--- src/rtl/fetch_decode_buffer.sv ---
// ---------------------------------------------------------------------------
// fetch_decode_buffer
//   Elastic FIFO between instruction fetch and decode. Holds {PC, instr}
//   pairs and pre-decodes the head entry's branch class and branch offset.
//
// Ports
//   clk           in   system clock, rising edge
//   rst           in   asynchronous active-low reset
//   in_valid      in   fetch offers an entry
//   in_ready      out  buffer can accept (count < DEPTH)
//   in_pc         in   64-bit PC of offered entry
//   in_instr      in   32-bit instruction of offered entry
//   flush         in   synchronous discard of all entries (highest priority)
//   out_valid     out  head entry valid
//   out_ready     in   decode consumes head
//   out_pc        out  head PC
//   out_instr     out  head instruction
//   out_uncond_br out  head is B
//   out_cond_br   out  head is CBZ or B.cond
//   out_br_offset out  sign-extended branch offset scaled by 4
//   count         out  occupancy 0..DEPTH
// ---------------------------------------------------------------------------
module fetch_decode_buffer #(
    parameter int unsigned DEPTH = 2,
    parameter int unsigned CW    = $clog2(DEPTH) + 1
) (
    input  logic          clk,
    input  logic          rst,
    input  logic          in_valid,
    output logic          in_ready,
    input  logic [63:0]   in_pc,
    input  logic [31:0]   in_instr,
    input  logic          flush,
    output logic          out_valid,
    input  logic          out_ready,
    output logic [63:0]   out_pc,
    output logic [31:0]   out_instr,
    output logic          out_uncond_br,
    output logic          out_cond_br,
    output logic [63:0]   out_br_offset,
    output logic [CW-1:0] count
);

    localparam int unsigned PW = $clog2(DEPTH);

    logic [63:0]   r_mem_pc    [DEPTH];
    logic [31:0]   r_mem_instr [DEPTH];
    logic [PW-1:0] r_wp;
    logic [PW-1:0] r_rp;
    logic [CW-1:0] r_count;

    logic          w_in_ready;
    logic          w_out_valid;
    logic          w_enq;
    logic          w_deq;
    logic [63:0]   w_head_pc;
    logic [31:0]   w_head_instr;
    logic          w_uncond;
    logic          w_cond;
    logic [63:0]   w_offset;

    // in_ready depends only on occupancy, never on out_ready.
    assign w_in_ready  = (r_count < CW'(DEPTH));
    assign w_out_valid = (r_count != '0) && !flush;
    assign w_enq       = in_valid && w_in_ready && !flush;
    assign w_deq       = w_out_valid && out_ready;

    always_ff @(posedge clk or negedge rst) begin
        if (!rst) begin
            r_wp    <= '0;
            r_rp    <= '0;
            r_count <= '0;
            for (int i = 0; i < int'(DEPTH); i++) begin
                r_mem_pc[i]    <= '0;
                r_mem_instr[i] <= '0;
            end
        end else if (flush) begin
            // Stored data is left in place; it is unreachable once count is 0.
            r_wp    <= '0;
            r_rp    <= '0;
            r_count <= '0;
        end else begin
            if (w_enq) begin
                r_mem_pc[r_wp]    <= in_pc;
                r_mem_instr[r_wp] <= in_instr;
                r_wp              <= r_wp + PW'(1);
            end
            if (w_deq) begin
                r_rp <= r_rp + PW'(1);
            end
            if (w_enq && !w_deq) begin
                r_count <= r_count + CW'(1);
            end else if (w_deq && !w_enq) begin
                r_count <= r_count - CW'(1);
            end
        end
    end

    assign w_head_pc    = r_mem_pc[r_rp];
    assign w_head_instr = r_mem_instr[r_rp];

    always_comb begin
        w_uncond = (w_head_instr[31:26] == 6'b000101);
        w_cond   = (w_head_instr[31:24] == 8'b10110100) ||
                   (w_head_instr[31:24] == 8'b01010100);
        w_offset = '0;
        // Sign-extend the immediate and append two zero bits (word scaling).
        if (w_uncond) begin
            w_offset = {{36{w_head_instr[25]}}, w_head_instr[25:0], 2'b00};
        end else if (w_cond) begin
            w_offset = {{43{w_head_instr[23]}}, w_head_instr[23:5], 2'b00};
        end
    end

    assign in_ready      = w_in_ready;
    assign out_valid     = w_out_valid;
    assign out_pc        = w_out_valid ? w_head_pc    : '0;
    assign out_instr     = w_out_valid ? w_head_instr : '0;
    assign out_uncond_br = w_out_valid && w_uncond;
    assign out_cond_br   = w_out_valid && w_cond;
    assign out_br_offset = w_out_valid ? w_offset     : '0;
    assign count         = r_count;

endmodule

--- config.mk ---
export PLATFORM = sky130hd
export DESIGN_NAME = fetch_decode_buffer
export DESIGN_NICKNAME = d
export VERILOG_FILES = /design/src/rtl/fetch_decode_buffer.sv
export SDC_FILE = /design/constraint.sdc
export NUM_CORES = 1
export LEC_CHECK = 0
export ABC_CLOCK_PERIOD_IN_PS = 13700
export CAP_MARGIN = 30
export CORE_ASPECT_RATIO = 0.5
export CORE_UTILIZATION = 52
export DETAILED_ROUTE_END_ITERATION = 10
export GPL_TIMING_DRIVEN = 0
export PLACE_DENSITY_LB_ADDON = 0.2
export SYNTH_ARGS = -nofsm -noshare
export SYNTH_HDL_FRONTEND = slang
export SYNTH_SLANG_ARGS = --single-unit
--- constraint.sdc ---
create_clock -name clk -period 13.7 [get_ports clk]
set_input_delay 3.425 -clock clk [delete_from_list [all_inputs] [get_ports clk]]
set_output_delay 3.425 -clock clk [all_outputs]
set_load 0.02 [all_outputs]
# Word level (Yosys, flattened, before mapping)
# Cells that the tools add are included.
dict set report word_totals {
  ff_bits 196
  inputBits 101
  out_inout_bits 166
  wordCells 63
}
dict set report classes {
  n_addsub 4
  magnitude_cmp 4
  n_eq_ne 3
  mux 24
  bitwise_logic 3
  n_reduce_logical 18
}
# operator n
set op_table {}
lappend op_table {{2-to-1 mux 64 bit} 8}
lappend op_table {{2-to-1 mux 32 bit} 5}
lappend op_table {{bitwise mux 128 bit} 1}
lappend op_table {{bitwise mux 64 bit} 1}
lappend op_table {{demux 64 bit (select 1 bit)} 1}
lappend op_table {{demux 32 bit (select 1 bit)} 1}
lappend op_table {{logical AND 1 bit} 9}
lappend op_table {{== test 8 x 7 -> 1 bit (second input constant)} 1}
lappend op_table {{== test 8 bit (second input constant)} 1}
lappend op_table {{== test 6 x 3 -> 1 bit (second input constant)} 1}
lappend op_table {{2-to-1 mux 2 bit} 3}
lappend op_table {{nonzero test 2 bit} 3}
lappend op_table {{greater-or-equal comparator 2 bit (second input constant)} 2}
lappend op_table {{2-to-1 mux 1 bit} 4}
lappend op_table {{inverter 1 -> 2 bit} 2}
lappend op_table {{zero test 1 bit} 3}
lappend op_table {{nonzero test 3 bit} 1}
lappend op_table {{adder 1 bit (second input constant)} 2}
lappend op_table {{adder 2 x 1 -> 2 bit (second input constant)} 1}
lappend op_table {{< comparator 2 x 1 -> 1 bit (second input constant)} 1}
lappend op_table {{< comparator 2 bit (second input constant)} 1}
lappend op_table {{AND reduction 2 bit} 1}
lappend op_table {{subtractor 2 x 1 -> 2 bit (second input constant)} 1}
lappend op_table {{logical OR 1 bit} 1}
lappend op_table {{inverter 1 bit} 1}

# Longest topological paths before layout
dict set report depth {
  depth_word 9
  depth_mapped 8
  mapped_depth_nobuf 5
}

# Worst setup path after synthesis
# Ideal clock, no wire load.
dict set report synth_timing {
  kind {input to output}
  start {input flush}
  end {output out_br_offset[28]}
  arrival_time_ns 7.123
  required_time_ns 10.275
  setup_slack_ns 3.152
  cell_stages 6
  n_path_buf 4
  cell_sequence {buf_2 -> or2_1 -> buf_2 -> buf_2 -> o32ai_1 -> buf_4}
}
dict set report synth_via {
  elab_chain_len 3
}
# element line_no
set synth_lines {}
lappend synth_lines {{start, declared} 33} ;# input logic flush,
lappend synth_lines {{zero test 1 bit} 64} ;# assign w_out_valid = (r_count != '0) && !flush;
lappend synth_lines {{logical AND 1 bit} 64}
lappend synth_lines {{2-to-1 mux 64 bit} 121} ;# assign out_br_offset = w_out_valid ? w_offset : '0;
lappend synth_lines {{end, declared} 40} ;# output logic [63:0] out_br_offset,
# No other way between the ends.

# Final worst setup path
dict set report layout_timing {
  start {input flush}
  end {output out_br_offset[44]}
}
# The elaborated chain is that of the path after synthesis.

==> results_dict.tcl <==
set metrics [dict create \
    fin_area_mm2 0.0131 \
    tns_ns 0 \
    cp_num_buf_inv 7 \
    wl_per_cell_um 18.1 \
    worstHoldEndpoint "r_mem_pc[40]$_DFFE_PN0P_" \
    yosys_warnings 0 \
    status "complete, but fails checks" \
    max_clock_freq_mhz 109 \
    p_leak_nw 5.47 \
    power.density_mw_per_mm2 135 \
    async_reset_ff_frac 1.00 \
    min_path_cells 1 \
    ff2ff_setup_slack_ns 11.70 \
    gp_congestion 0.861 \
    drv_slew 0 \
    path_class "in -> out" \
    cts_buffer_depth 2 \
    synth_edf_count 0 \
    synth.lib_cells_used.distinct 32 \
    cts-root-buf "clkbuf_16" \
    synth_largest_area_cell "dfrtp_1" \
    cp.required_ns 10.27 \
    setup_viol 0 \
    dpl.hpwl_um 16800 \
    die_w_um 193 \
    grt_antenna_before_repair 0 \
    slew_headroom 0.479 \
    dpl-instance-area_mm2 0.0125 \
    postCtsHoldBufs 0 \
    rows 34 \
    grt_usage 0.255 \
    area_growth_pct 37.7 \
    crit_top_cell "buf_2" \
    drive_gt1_frac 0.282 \
    grt_remaining_overflow 0 \
    hold_violations 0 \
    end_kind "primary output" \
    crit_slowest_cell "clkdlybuf4s50_1" \
    synth_area_leaders "dfrtp_1 (52%), mux2_2 (20%), mux2i_1 (8.2%)" \
    clkLatencyLatePin_ns 0.43 \
    yosys_most_used_dff "dfrtp_1" \
    first_pass_iters 10 \
    cts_buffers 17 \
    portBuffers 263 \
    avgSynthCellArea_um2 12.7 \
    worst_slew_pin_slew_ns 0.781 \
    drc 17 \
    min_period_ns 9.21 \
    critical_path_arrival_ns 5.78 \
    path_cells "buf_2 -> or2_1 -> buf_2 -> inv_2 -> buf_2 -> nand2_2 -> o32ai_4 -> buf_16 -> buf_4 -> clkdlybuf4s50_1" \
    io_pins 267 \
    max_cap_violations 0 \
    grt_max_degree 110 \
    rsz0062_at_grt "no" \
    nNetsFinal 1135 \
    synthMostInstantiatedCell "dfrtp_1" \
    synth.cells.most_frequent "dfrtp_1 (196), mux2_2 (172), nor2_1 (83), mux2i_1 (78), buf_4 (46)" \
    wl_um 23200 \
    critPathMaxStageDelay_ns 0.61 \
    hold_path.startpoint "r_mem_pc[40]$_DFFE_PN0P_" \
    drtIter0Drc 339 \
    synth.top_cell.area_share 0.517 \
    finClkSkew_ns 0.0113 \
    critPathLaunchType "primary input" \
    num_vias 6726 \
    detail_route.vias_per_cell 5.25 \
    pre_cts_ws_ns 4.50 \
    die_area_mm2 0.0188 \
    cts_setup_buffers 0 \
    grt_pass1_wl_um 36700 \
    cts_tree "yes" \
    path_clk_slew_ns 0.07 \
    cts.sinks 196 \
    yosysSeqAreaShare 0.517 \
    grt_pass1_vias 7039 \
    cp_top_family "buffers and inverters" \
    hold_path_class "reg -> reg" \
    violations "design-rule violations" \
    syn_area_mm2 0.00949 \
    core-area_mm2 0.0176 \
    fin_ws_ns 4.49 \
    die_h_um 97.5 \
    synth_seq_cells 196 \
    detail-route-antenna-nets 0 \
    worst_r2r_endpoint "r_mem_instr[61]$_DFFE_PN0P_" \
    synthCells 749 \
    ir_worst_vdd_mv 0.0894 \
    h-tree-depth 4 \
    post-route-period-util 0.672 \
    start_util 0.539 \
    critPathMaxFanout 34 \
    worst_r2r_path_depth 6 \
    num_antenna_cells 0 \
    timing.rr.start "count[1]$_DFFE_PN0P_" \
    cts_resized 0 \
]
kinds of logic after synthesis:
| group | after synthesis | synth area share |
|---|---|---|
| AO/OA/AOI/OAI | 35 | 0.0258 |
| XOR/XNOR | 2 | 0.00185 |
| buffers and inverters | 108 | 0.0678 |
| flip-flops | 196 | 0.517 |
| multiplexers | 290 | 0.334 |
| other | 1 | 0.000395 |
| AND/OR/NAND/NOR | 117 | 0.0534 |
state kept, by name, summed over array words and instances, names as in the netlist:
signal	flops
r_rp	1
r_wp	1
r_mem_pc	128
count	2
r_mem_instr	64
cells in the final DEF, fill, tap and decap left out, drive strengths merged:
master,synthesis,routed
dfrtp,196,196
nand2b,3,3
a21o,1,1
nor3b,1,1
nor3,2,2
mux2i,78,78
o32ai,8,8
or2,1,1
and3,1,1
nand3b,1,1
mux2,212,212
nor4,1,1
nor2b,2,2
bufinv,0,1
xor2,2,2
nand2,22,22
clkinv,0,5
o22ai,18,18
nor2,83,83
inv,22,29
clkdlybuf4s50,0,262
buf,82,85
a21oi,5,5
o21ai,2,2
o211ai,1,1
conb,1,2
clkbuf,4,22
clkinvlp,0,1
layout make-up:
cell class                 count  area (um^2)
sequential                   196         4900
fill                        1241         4550
multi-input combinational    446         3960
timing repair buffer         265         2690
buffer                        86          561
clock buffer                  18          429
tap                          234          293
clock inverter                14          140
inverter                      22         82.6
worst max path at each step:
stage / startpoint / endpoint / slack (ns) / cells after the start
2_1_floorplan: flush / out_br_offset[28] / 3.15 / 6
3_3_place_gp: rst / r_mem_instr[15]$_DFFE_PN0P_ / 1.45 / 1
3_5_place_dp: flush / out_br_offset[36] / 4.50 / 10
4_1_cts: flush / out_br_offset[36] / 4.50 / 10
5_1_grt: flush / out_br_offset[36] / 4.38 / 10
6_report: flush / out_br_offset[44] / 4.49 / 10
per-layer routing:
metal | GRT usage | part of all wire | wire [um]
met4 | 0.0709 | 0.013 | 295
met2 | 0.427 | 0.49 | 11400
met5 | 0 | 0 | 0
met3 | 0.0625 | 0.072 | 1680
met1 | 0.327 | 0.42 | 9800
power breakdown:
group	total, mW	internal (mW)	switching (mW)
clock	0.490	0.257	0.233
sequential	0.830	0.744	0.0856
combinational	0.449	0.253	0.196
total	1.77	1.25	0.515
metrics by stage:
stage | instances | total power [mW] | hold slack [ns] | util
2_1_floorplan | 750 | 1.12 | 0.458 | -
3_3_place_gp | 1247 | 1.26 | 0.466 | 0.705
3_5_place_dp | 1249 | 1.29 | 0.475 | 0.710
4_1_cts | 1281 | 1.78 | 0.491 | 0.742
5_1_grt | 1281 | 1.86 | 0.504 | 0.742
6_report | 1281 | 1.77 | 0.486 | 0.742
(Power assumes the default switching activity.)
